==> config.mk <==
export PLATFORM = sky130hd
export DESIGN_NAME = sram_arb_2p
export DESIGN_NICKNAME = d
export VERILOG_FILES = /design/src/rtl/sram_arb_2p.sv
export SDC_FILE = /design/constraint.sdc
export NUM_CORES = 1
export LEC_CHECK = 0
export CAP_MARGIN = 20
export CORE_AREA = 2 2 137 139
export DETAILED_ROUTE_END_ITERATION = 7
export DIE_AREA = 0 0 139 141
export DONT_BUFFER_PORTS = 1
export MAX_ROUTING_LAYER = met4
export PLACE_DENSITY = 0.48
export SLEW_MARGIN = 20
export SYNTH_ARGS = -nofsm -noshare
export SYNTH_HDL_FRONTEND = slang
export SYNTH_SLANG_ARGS = --single-unit
==> constraint.sdc <==
create_clock -name clk_i -period 1.37 [get_ports clk_i]
set_input_delay 0.137 -clock clk_i [delete_from_list [all_inputs] [get_ports clk_i]]
set_output_delay 0.137 -clock clk_i [all_outputs]
set_load 0.02 [all_outputs]
==> src/rtl/sram_arb_2p.sv <==
// ============================================================================
// sram_arb_2p : two-requester round-robin arbiter / sequencer for a
//               single-port SRAM with fixed 2-cycle read response latency.
// Optional: SRAM_ARB_FIXED_PRIO_EN selects fixed priority (requester 0 wins).
// Revision: 1.0
// ============================================================================
`default_nettype none

module sram_arb_2p #(
  parameter int ADDR_W = 8,
  parameter int DATA_W = 64
) (
  input  logic                clk_i,
  input  logic                rst_i,
  input  logic [1:0]          req_valid_i,
  output logic [1:0]          req_ready_o,
  input  logic [1:0]          req_we_i,
  input  logic [2*ADDR_W-1:0] req_addr_i,
  input  logic [2*DATA_W-1:0] req_wdata_i,
  output logic [1:0]          rsp_valid_o,
  output logic [DATA_W-1:0]   rsp_rdata_o,
  output logic                sram_en_o,
  output logic                sram_rw_mode_o,
  output logic [ADDR_W-1:0]   sram_addr_o,
  output logic [DATA_W-1:0]   sram_wr_data_o,
  input  logic [DATA_W-1:0]   sram_rd_data_i
);

  logic              prio;
  logic [1:0]        ready;
  logic [1:0]        hs;
  logic              hs_any;
  logic              hs_id;

  logic              en_q, en_d;
  logic              rw_q, rw_d;
  logic [ADDR_W-1:0] addr_q, addr_d;
  logic [DATA_W-1:0] wdata_q, wdata_d;
  logic              rd1_vld_q, rd1_vld_d;
  logic              rd1_id_q, rd1_id_d;
  logic              rd2_vld_q, rd2_vld_d;
  logic              rd2_id_q, rd2_id_d;

  // Grant is purely combinational; nothing is granted while reset is held.
  always_comb begin
    ready = 2'b00;
    if (rst_i) begin
      if (&req_valid_i) ready = prio ? 2'b10 : 2'b01;
      else              ready = req_valid_i;
    end
  end

  assign req_ready_o = ready;
  assign hs          = req_valid_i & ready;
  assign hs_any      = |hs;
  assign hs_id       = hs[1];

`ifdef SRAM_ARB_FIXED_PRIO_EN
  assign prio = 1'b0;
`else
  logic prio_q, prio_d;

  always_comb begin
    prio_d = prio_q;
    if (hs_any) prio_d = ~hs_id;
  end

  always_ff @(posedge clk_i) begin
    if (!rst_i) prio_q <= 1'b0;
    else        prio_q <= prio_d;
  end

  assign prio = prio_q;
`endif

  always_comb begin
    en_d      = hs_any;
    rw_d      = rw_q;
    addr_d    = addr_q;
    wdata_d   = wdata_q;
    rd1_vld_d = 1'b0;
    rd1_id_d  = 1'b0;
    if (hs_any) begin
      rw_d      = req_we_i[hs_id];
      addr_d    = hs_id ? req_addr_i[ADDR_W +: ADDR_W] : req_addr_i[0 +: ADDR_W];
      wdata_d   = hs_id ? req_wdata_i[DATA_W +: DATA_W] : req_wdata_i[0 +: DATA_W];
      rd1_vld_d = ~req_we_i[hs_id];
      rd1_id_d  = hs_id;
    end
    // Second stage lines up with the cycle the SRAM presents read data.
    rd2_vld_d = rd1_vld_q;
    rd2_id_d  = rd1_id_q;
  end

  always_ff @(posedge clk_i) begin
    if (!rst_i) begin
      en_q      <= 1'b0;
      rw_q      <= 1'b0;
      addr_q    <= '0;
      wdata_q   <= '0;
      rd1_vld_q <= 1'b0;
      rd1_id_q  <= 1'b0;
      rd2_vld_q <= 1'b0;
      rd2_id_q  <= 1'b0;
    end else begin
      en_q      <= en_d;
      rw_q      <= rw_d;
      addr_q    <= addr_d;
      wdata_q   <= wdata_d;
      rd1_vld_q <= rd1_vld_d;
      rd1_id_q  <= rd1_id_d;
      rd2_vld_q <= rd2_vld_d;
      rd2_id_q  <= rd2_id_d;
    end
  end

  assign sram_en_o      = en_q;
  assign sram_rw_mode_o = rw_q;
  assign sram_addr_o    = addr_q;
  assign sram_wr_data_o = wdata_q;
  assign rsp_valid_o    = {rd2_vld_q & rd2_id_q, rd2_vld_q & ~rd2_id_q};
  assign rsp_rdata_o    = sram_rd_data_i;

endmodule

`default_nettype wire

After elaboration in Yosys (flattened, before gate mapping)
Index checks and enable logic that the tools add are counted.

Bits in latches: 0. Memory bits (writable): 0. Memories kept: 0. Output and inout bits: 142. ROM bits: 0. Flip-flop bits (word level): 79.

Add/subtract/negate cells: 0. Reduce and logical (&&, ||, !) cells: 3. Equality and inequality tests: 0. Divide/modulo/power cells: 0. $mul: 0. Shift operators: 0. Magnitude comparators: 1. Bitwise logic cells: 6. Muxes and demuxes: 7.

Operator list (count): 64-bit two-way mux (1); 8-bit two-way mux (1); 2-bit two-way mux (3); 2-bit AND reduction (2); 1-bit NOT (3); 1-bit bitwise AND (2); 2-bit bitwise AND (1); 1-bit by 2-bit less-than comparator with 1-bit output, second input constant (1); 1-bit two-way mux (2); 2-bit OR reduction (1).

Longest topological paths before layout
Gate-level depths: netlist (run 1).

Depth after elaboration: 7. Mapped depth: 6.

Worst setup path before layout (run 1)
No wires, ideal clock.

Path kind: register -> register. From: register prio_q (netlist: prio). To: register wdata_q[16] (netlist: sram_wr_data_o[16]). Path slack: 0.099 ns. Period minus slack after synthesis: 1.271 ns. Buffers on the path: 2. Stages on the path, launching flop included: 6. Required time: 1.278 ns. Arrival time: 1.179 ns. Path through: dfxtp_1 > nand2b_1 > buf_2 > clkbuf_1 > nand3_1 > o311ai_4.

Word-level cells in the longest chain between the ends: 5. Elaborated cells on any way between the ends: 6. Classes of those cells: mux (4); bitwise (1); reduce/logical (1).

RTL lines: start, declared (RTL line 61) `logic prio_q, prio_d;`; start signal, assigned (RTL line 70) `else prio_q <= prio_d;`; 2-bit two-way mux * (2 in series) (RTL line 48) `if (&req_valid_i) ready = prio ? 2'b10 : 2'b01;`; 2-bit two-way mux * (RTL line 47) `if (rst_i) begin`; 2-bit bitwise AND * (RTL line 54) `assign hs = req_valid_i & ready;`; 64-bit two-way mux / 2-bit OR reduction (equally long branches) (RTL line 86, 55); end signal, assigned (RTL line 109) `wdata_q <= wdata_d;`; end, declared (RTL line 38) `logic [DATA_W-1:0] wdata_q, wdata_d;`.

Every way passes the cells marked *; elsewhere a longest branch is shown, timed or not. A chain may end at the register's enable or synchronous reset.

Worst setup path in the final report (run 1)
From: register prio_q (netlist: prio). To: register wdata_q[55] (netlist: sram_wr_data_o[55]).

Same word-level chain as after synthesis.

==> flow_summary.json, run 1 <==
{
  "outcome": "completed",
  "grt_pass1_vias": 4128,
  "rr_startpoint": "prio",
  "antenna_cells": 0,
  "cts_tree": "built",
  "path_buf_inv": 1,
  "min_path_cells": 2,
  "setup_viol": 0,
  "num_io_pins": 356,
  "p_per_area_nw_per_um2": 1090,
  "route.detailed.drc": 0,
  "p_clk_frac": 0.379,
  "rows": 50,
  "final_area_um2": 5950,
  "die_h_um": 141,
  "place_ws_ns": -0.0423,
  "crit_family": "simple AND/OR/NAND/NOR gates",
  "max_stage_delay_ns": 0.32,
  "grtUsageTotal": 0.149,
  "dieArea_um2": 19600,
  "tightest_slew_ns": 0.479,
  "initial_core_util": 0.258,
  "whs_endpoint": "sram_wr_data_o[60]",
  "synth_cell_types": 24,
  "htreeDepth": 3,
  "grt_overflow": 0,
  "hold_ws_ns": 0.00747,
  "cp.required_ns": 1.60,
  "syn2layout_area_growth_pct": 26.2,
  "setup_tns_ns": 0,
  "hold_class": "input port to register",
  "syn_nets": 715,
  "insertion_delay_ns": 0.34,
  "slowest_stage": "o311ai_1",
  "power_mw": 6.49,
  "path_class": "register to register",
  "ys_warn_count": 0,
  "io_buffer_count": 0,
  "clockBufferDepth": 2,
  "core-area_um2": 18300,
  "p_sw_mw": 1.94,
  "setup_ws_ns": 0.0353,
  "mostFrequentLayoutCells": "nand2_1 (145), dlygate4sd3_1 (114), dfxtp_1 (79)",
  "drt_iter0_drc": 167,
  "power_frac_seq": 0.449,
  "cts_root_buf": "clkbuf_16",
  "yosys_register_bits": 79,
  "cp-end-kind": "register",
  "wl_per_cell_um": 19.2,
  "rsz0062_at_grt": "yes",
  "grt_antenna_before_repair": 0,
  "share_comb_of_total_power": 0.171,
  "hpwl_um": 9340,
  "path_clk_slew_ns": 0.06,
  "firstDrtPassIters": 5,
  "hold_violations": 0,
  "vdd_drop_max_uv": 495,
  "min_from": "req_wdata_i[60]",
  "crit_fanout": 31,
  "cts_buffers": 9,
  "grt_pass1_wl_um": 22400,
  "final_common_cell": "nand2_1",
  "drive_gt1_frac": 0.154,
  "r2r_end": "sram_wr_data_o[55]",
  "p_leak_nw": 2.09,
  "placed_cells_incl_taps": 635,
  "ff2ff_path_depth": 4,
  "ys_seq_area_frac": 0.336,
  "synthCells": 501,
  "start_kind": "register",
  "cp_data_arrival_time_ns": 1.57,
  "slew_violations": 0,
  "clock_skew_ns": 0.00606,
  "swShare": 0.298,
  "path_cells": "nand2b_2 -> and2_4 -> buf_12 -> o311ai_1",
  "grt_start_max_net_pins": 74,
  "min_period_ns": 1.33,
  "routed_wl_um": 14700,
  "intPower_mw": 4.55,
  "vias": 3907,
  "gp_congestion": 0.747,
  "synth_area_um2": 4710,
  "die_w_um": 139,
  "min_period_over_period": 0.974,
  "clock_sinks": 79,
  "slew_headroom": 0.680,
  "post_cts_buffers": 0,
  "synth_area_per_cell_um2": 9.41,
  "final_util": 0.326,
  "avgViaCountPerCell": 5.10,
  "critPathLaunch": "prio",
  "layout.nets": 741,
  "maxCapViolCount": 0,
  "placed_cell_area_um2": 4470,
  "r2r_slack_ns": 0.04,
  "final_cell_count_no_fill": 766,
  "drtAntennaViolNets": 0,
  "max_freq_mhz": 749
}
==> registers in the layout (all words and copies together) (netlist names) <==
name / cells
rd1_id_q: 1
rd2_id_q: 1
sram_wr_data_o: 64
sram_rw_mode_o: 1
sram_addr_o: 8
rd2_vld_q: 1
rd1_vld_q: 1
sram_en_o: 1
prio: 1
==> power groups by stage <==
stage          clock network, mW  logic (mW)  registers (mW)
2_1_floorplan                  0       0.975            2.91
3_3_place_gp                   0       0.779            2.97
3_5_place_dp                   0       0.812            2.97
4_1_cts                     2.57        1.11            2.92
5_1_grt                     2.66        1.19            2.94
6_report                    2.46        1.11            2.92
==> layer usage <==
metal | part of all wire | GRT usage | vias up
li1 | - | - | 1760
met1 | 0.37 | 0.156 | 1879
met2 | 0.51 | 0.253 | 217
met3 | 0.079 | 0.0418 | 51
met4 | 0.040 | 0.0877 | 0
met5 | 0 | - | -
==> synthesized netlist by cell type (all sizes together) <==
cell / count / area [µm²]
o31ai: 1 / 7.51
dfxtp: 79 / 1580
nand2b: 2 / 12.5
nand2: 145 / 544
a2111oi: 1 / 8.76
a21o: 1 / 7.51
nor2b: 1 / 6.26
nand3: 72 / 360
buf: 89 / 647
o311ai: 72 / 1360
clkbuf: 24 / 90.1
a211oi: 1 / 7.51
a21oi: 2 / 10.0
and2: 6 / 42.5
nor2: 2 / 7.51
nor3b: 1 / 7.51
inv: 2 / 7.51
==> timing repair <==
action / in CTS / in global routing
endpoints found under the hold margin: 67 / 0
endpoints found under the setup margin: 8 / 11
gates resized for setup: 2 / 6
hold buffers: 115 / 0
==> final cells by class <==
class / instances / area (µm²)
tap: 234 / 293
fill: 1862 / 12300
clock buffer: 11 / 243
multi-input combinational: 307 / 2410
clock inverter: 5 / 57.6
inverter: 2 / 7.51
timing repair buffer: 128 / 1360
sequential: 79 / 1580
==> worst register-to-register path: cells and delay by family, from the launching register on <==
| kind | cells | cell delay, ns |
|---|---|---|
| DFF | 1 | 0.30 |
| buffers and inverters | 1 | 0.20 |
| and+or+nand+nor | 2 | 0.36 |
| AOI/OAI and AO/OA | 1 | 0.37 |
==> cells by family (layout without fill, tap and decap cells) <==
group | count (synthesis) | count (layout) | synth area share
DFF | 79 | 79 | 0.336
and+or+nand+nor | 229 | 229 | 0.208
AOI/OAI and AO/OA | 78 | 78 | 0.298
buffers and inverters | 115 | 146 | 0.158
==> how the worst max path moves through the flow <==
stage	endpoint	slack (ns)	cells past startpoint
2_1_floorplan	sram_wr_data_o[16]	0.1	5
3_3_place_gp	sram_wr_data_o[24]	0.04	5
3_5_place_dp	sram_wr_data_o[55]	-0.04	4
4_1_cts	sram_wr_data_o[6]	0.02	4
5_1_grt	sram_wr_data_o[55]	-0.002	4
6_report	sram_wr_data_o[55]	0.04	4
Power figures use the tool's default switching activity.
==> run 2, diff against run 1 <==
- REMOVE_ABC_BUFFERS: default -> 1
==> run 2 against run 1 <==
  * Global-route usage rose by 5.7 points
  * Core utilization rose by 1.2 points
  * Routed wire length rose by 37%
  * Critical path type unchanged
  * Largest power group unchanged
==> flow_summary.json, run 2 (synthesized netlist as in run 1, its figures left out) <==
{
  "outcome": "completed",
  "drtAntennaViolNets": 0,
  "whs_endpoint": "sram_wr_data_o[9]",
  "cts_tree": "built",
  "hpwl_um": 14200,
  "path_class": "register to register",
  "io_buffer_count": 0,
  "busiest_layer": "met2",
  "route.detailed.drc": 0,
  "syn2layout_area_growth_pct": 30.8,
  "final_util": 0.337,
  "power_mw": 6.69,
  "antenna_cells": 0,
  "vias": 4047,
  "place_ws_ns": -0.0782,
  "cp_data_arrival_time_ns": 1.60,
  "path_cells": "nand2b_4 -> and2_4 -> buf_8 -> buf_12 -> o311ai_2",
  "grtUsageMet3": 0.181,
  "rr_startpoint": "prio",
  "htreeDepth": 3,
  "die_h_um": 141,
  "drive_gt1_frac": 0.182,
  "placed_cell_area_um2": 4530,
  "setup_tns_ns": 0,
  "initial_core_util": 0.258,
  "drt_iter0_drc": 213,
  "placed_cells_incl_taps": 643,
  "min_from": "req_wdata_i[73]",
  "start_kind": "register",
  "maxCapViolCount": 0,
  "max_freq_mhz": 732,
  "gp_congestion": 0.762,
  "crit_fanout": 14,
  "path_buf_inv": 2,
  "rows": 50,
  "crit_family": "buffers and inverters",
  "slowest_stage": "dfxtp_2",
  "hold_ws_ns": 0.0204,
  "setup_ws_ns": 0.00416,
  "grt_start_max_net_pins": 74,
  "insertion_delay_ns": 0.34,
  "vdd_drop_max_uv": 487,
  "avgViaCountPerCell": 5.21,
  "rsz0062_at_grt": "yes",
  "cp.required_ns": 1.61,
  "min_period_ns": 1.37,
  "cts_buffers": 9,
  "wl_per_cell_um": 26.0,
  "path_clk_slew_ns": 0.06,
  "tightest_slew_ns": 0.451,
  "cts_root_buf": "clkbuf_16",
  "final_cell_count_no_fill": 777,
  "p_leak_nw": 2.19,
  "num_io_pins": 356,
  "r2r_end": "sram_wr_data_o[49]",
  "final_common_cell": "nand2_1",
  "grt_pass1_vias": 4099,
  "core-area_um2": 18300,
  "firstDrtPassIters": 4,
  "final_area_um2": 6160,
  "min_path_cells": 2,
  "layout.nets": 752,
  "largest_register_ffs": 64,
  "clock_skew_ns": 0.00712,
  "grt_antenna_before_repair": 0,
  "grtUsageTotal": 0.206,
  "hold_class": "input port to register",
  "grt_pass1_wl_um": 28600,
  "clockBufferDepth": 2,
  "routed_wl_um": 20200,
  "slew_headroom": 0.692,
  "mostFrequentLayoutCells": "nand2_1 (145), dlygate4sd3_1 (113), dfxtp_1 (78)",
  "clock_sinks": 79,
  "cp-end-kind": "register",
  "min_period_over_period": 0.997,
  "die_w_um": 139,
  "r2r_slack_ns": 0.004,
  "setup_viol": 0,
  "max_stage_delay_ns": 0.32,
  "grtUsageMet2": 0.299,
  "slew_violations": 0,
  "hold_violations": 0,
  "grt_overflow": 0,
  "dieArea_um2": 19600,
  "p_per_area_nw_per_um2": 1090,
  "ff2ff_path_depth": 5,
  "globalRouteMet1Util": 0.204
}
run 2: worst max-delay path by stage:
stage	startpoint	to	slack [ns]	cells past startpoint
floorplan	req_valid_i[0]	sram_rw_mode_o	-5.43	3
global placement	prio	req_ready_o[1]	-0.06	4
detailed placement	prio	req_ready_o[1]	-0.08	4
CTS	prio	req_ready_o[1]	-0.05	4
global route	prio	sram_wr_data_o[59]	-0.05	5
finish	prio	sram_wr_data_o[49]	0.004	5
run 2: power breakdown:
part	leakage (nW)	total, mW	internal (mW)	switching (mW)
Clock	0.144	2.57	1.60	0.971
Combinational	1.39	1.21	0.635	0.572
Sequential	0.658	2.91	2.51	0.403
run 2: timing repair:
action | in CTS | in global routing
hold endpoints to repair | 67 | 1
buffers inserted | 3 | 0
resized for setup | 13 | 9
pin swaps | 1 | 1
hold buffers | 113 | 1
endpoints found under the setup margin | 28 | 69
cloned | 1 | 0
run 2: worst reg2reg max path, cell delays in order, from the launching register on:
cell	delay, ns
dfxtp_2	0.32
nand2b_4	0.14
and2_4	0.17
buf_8	0.17
buf_12	0.18
o311ai_2	0.28
run 2: area by class of cell:
| cell class | count | area (µm²) |
|---|---|---|
| clock buffer | 13 | 240 |
| inverter | 2 | 7.51 |
| tap | 234 | 293 |
| fill | 1806 | 12100 |
| multi-input combinational | 307 | 2480 |
| clock inverter | 3 | 67.6 |
| timing repair buffer | 139 | 1500 |
| sequential | 79 | 1580 |
run 2: routing by layer:
layer | vias up | wire [µm]
met2 | 322 | 8870
met1 | 1912 | 7040
li1 | 1791 | -
met3 | 22 | 3880
met5 | - | 0
met4 | 0 | 395
==> run 3, diff against run 2 <==
- ABC_AREA: default -> 1
- CORE_AREA: 2 2 137 139 -> 2 2 140 142
- DIE_AREA: 0 0 139 141 -> 0 0 142 144
- PLACE_DENSITY: 0.48 -> 0.46
==> run 3 against run 2 <==
  * Combinational power fell by 12%
  * Clock skew about the same
  * Via count up 6.1%
  * Core utilization shrank 5.8 points
  * Synthesized area shrank 1.8%
  * Largest cell class unchanged
==> flow_summary.json, run 3 <==
{
  "slew_violations": 0,
  "ys_warn_count": 0,
  "rsz0062_at_grt": "no",
  "p_leak_nw": 3.06,
  "synthCells": 723,
  "slew_headroom": 0.428,
  "crit_fanout": 3,
  "cp_data_arrival_time_ns": 1.15,
  "r2r_end": "sram_wr_data_o[37]",
  "power_mw": 6.21,
  "die_w_um": 142,
  "cts_buffers": 9,
  "tightest_slew_ns": 0.858,
  "ff2ff_path_depth": 9,
  "yosys-top-cells-count": "nand2_1 (153), nand3_1 (146), inv_1 (138), buf_4 (82), dfxtp_1 (79)",
  "avgViaCountPerCell": 4.53,
  "path_clk_slew_ns": 0.06,
  "synth_most_common_cell": "nand2_1",
  "ys_seq_area_frac": 0.342,
  "htreeDepth": 3,
  "drtAntennaViolNets": 0,
  "initial_core_util": 0.243,
  "n_fill_cell": 2103,
  "max_freq_mhz": 779,
  "cp-end-kind": "primary output",
  "hpwl_um": 13300,
  "min_period_over_period": 0.937,
  "synth_edf_count": 0,
  "mostFrequentLayoutCells": "nand2_1 (151), nand3_1 (146), inv_1 (137)",
  "hold_violations": 0,
  "clock_sinks": 79,
  "hold_class": "input port to register",
  "clockBufferDepth": 2,
  "grt_pass1_wl_um": 26400,
  "wl_per_cell_um": 20.4,
  "synthTopCellsByArea": "dfxtp_1 (34%), nand3_1 (16%), buf_4 (13%), nand2_1 (12%), inv_1 (11%)",
  "insertion_delay_ns": 0.33,
  "synth_area_um2": 4630,
  "final_area_um2": 5330,
  "io_buffer_count": 0,
  "layout.nets": 920,
  "syn2layout_area_growth_pct": 15.1,
  "rows": 51,
  "core-area_um2": 19100,
  "routed_wl_um": 19400,
  "clock_skew_ns": 0.00738,
  "yosys_register_bits": 79,
  "min_period_ns": 1.28,
  "start_kind": "register",
  "grt_overflow": 0,
  "grt_start_max_net_pins": 56,
  "placed_cell_area_um2": 4390,
  "grt_pass1_vias": 3799,
  "rr_startpoint": "prio",
  "die_h_um": 144,
  "synth_area_per_cell_um2": 6.40,
  "dieArea_um2": 20400,
  "grtUsageTotal": 0.188,
  "firstDrtPassIters": 5,
  "final_common_cell": "nand2_1",
  "async_flop_share": 0,
  "antenna_cells": 0,
  "num_io_pins": 356,
  "route.detailed.drc": 0,
  "vdd_drop_max_uv": 476,
  "drive_gt1_frac": 0.0789,
  "outcome": "completed",
  "synth_ff_type": "dfxtp_1",
  "drt_iter0_drc": 265,
  "p_per_area_nw_per_um2": 1160,
  "largest_register_ffs": 64,
  "cts_tree": "built",
  "critPathLaunch": "prio",
  "r2r_slack_ns": 0.11,
  "worstSetupEndpoint": "req_ready_o[1]",
  "synth_top_area_cell": "dfxtp_1",
  "setup_viol": 0,
  "yosysTopAreaCellShare": 0.342,
  "synth_cell_types": 16,
  "gp_congestion": 0.697,
  "path_class": "register to primary output",
  "vias": 4295,
  "cts_root_buf": "clkbuf_16",
  "grt_antenna_before_repair": 0,
  "maxCapViolCount": 0,
  "cp.required_ns": 1.23
}
-- run 3: cell types whose count changed after synthesis, sizes merged, moves of 2 or more --
cell,delta
clkbuf,-16
inv,+147
o21ai,+73
clkinv,+6
o311ai,-72
nand2b,-2
and2,-6
nand2,+9
nand3,+74
buf,+15
-- run 3: what timing repair did --
action	in CTS	in global routing
pin swaps	1	2
endpoints found under the setup margin	1	44
cloned	1	0
setup buffers	2	1
gates resized for setup	2	4
endpoints found under the hold margin	63	0
hold buffers	59	0
-- run 3: cells by family (layout without fill, tap and decap cells) --
| group | count (synthesis) | count (layout) | share of synthesized area |
|---|---|---|---|
| and+or+nand+nor | 302 | 302 | 0.285 |
| buffers and inverters | 267 | 254 | 0.292 |
| DFF | 79 | 79 | 0.342 |
| AOI/OAI and AO/OA | 75 | 75 | 0.0816 |
-- run 3: how the worst min path moves through the flow --
stage                                from  slack, ns  depth (start not counted)                  to
after floorplan                     rst_i       0.23                          2            rd2_id_q
after global placement              rst_i       0.24                          2            rd2_id_q
after detailed placement            rst_i       0.25                          2            rd2_id_q
after CTS                   req_addr_i[5]    0.00007                          4      sram_addr_o[5]
after global routing      req_wdata_i[61]       0.02                          4  sram_wr_data_o[61]
final                     req_wdata_i[56]       0.01                          4  sram_wr_data_o[56]
-- run 3: worst max-delay path, cell delays in order (launching register included) --
cell,delay (ns)
dfxtp_2,0.33
inv_2,0.05
nand2_4,0.08
nand2_4,0.06
buf_12,0.13
inv_1,0.04
buf_4,0.13
-- run 3: per-layer routing --
metal  wire length, µm  track usage  part of all wire  vias up
li1                  -            -                 -     2107
met1              7850        0.207              0.41     1874
met3              3830        0.175              0.20       16
met4               200       0.0521             0.010        0
met2              7490        0.240              0.39      298
met5                 0            -                 0        -
-- run 3: power breakdown --
part,switching [mW],internal [mW],total [mW]
clock network,0.955,1.31,2.27
registers,0.369,2.50,2.87
logic,0.609,0.455,1.06
-- run 3: area by class of cell --
| type | count | area [µm²] | area share |
|---|---|---|---|
| tap | 238 | 298 | 0.0559 |
| multi-input combinational | 377 | 1720 | 0.322 |
| timing repair buffer | 84 | 873 | 0.164 |
| clock buffer | 12 | 256 | 0.0481 |
| clock inverter | 3 | 18.8 | 0.00352 |
| inverter | 155 | 582 | 0.109 |
| sequential | 79 | 1580 | 0.297 |
-- run 3: through the flow --
stage	utilization	worst slack [ns]	hold slack, ns	cells	setup TNS [ns]
6_report	0.279	0.0867	0.0139	948	0
2_1_floorplan	-	-1.70	0.230	611	-129.14
4_1_cts	0.279	0.0102	0.0000715	947	0
3_5_place_dp	0.230	0.189	0.247	870	0
3_3_place_gp	0.230	0.223	0.244	870	0
5_1_grt	0.279	0.0101	0.0194	948	0
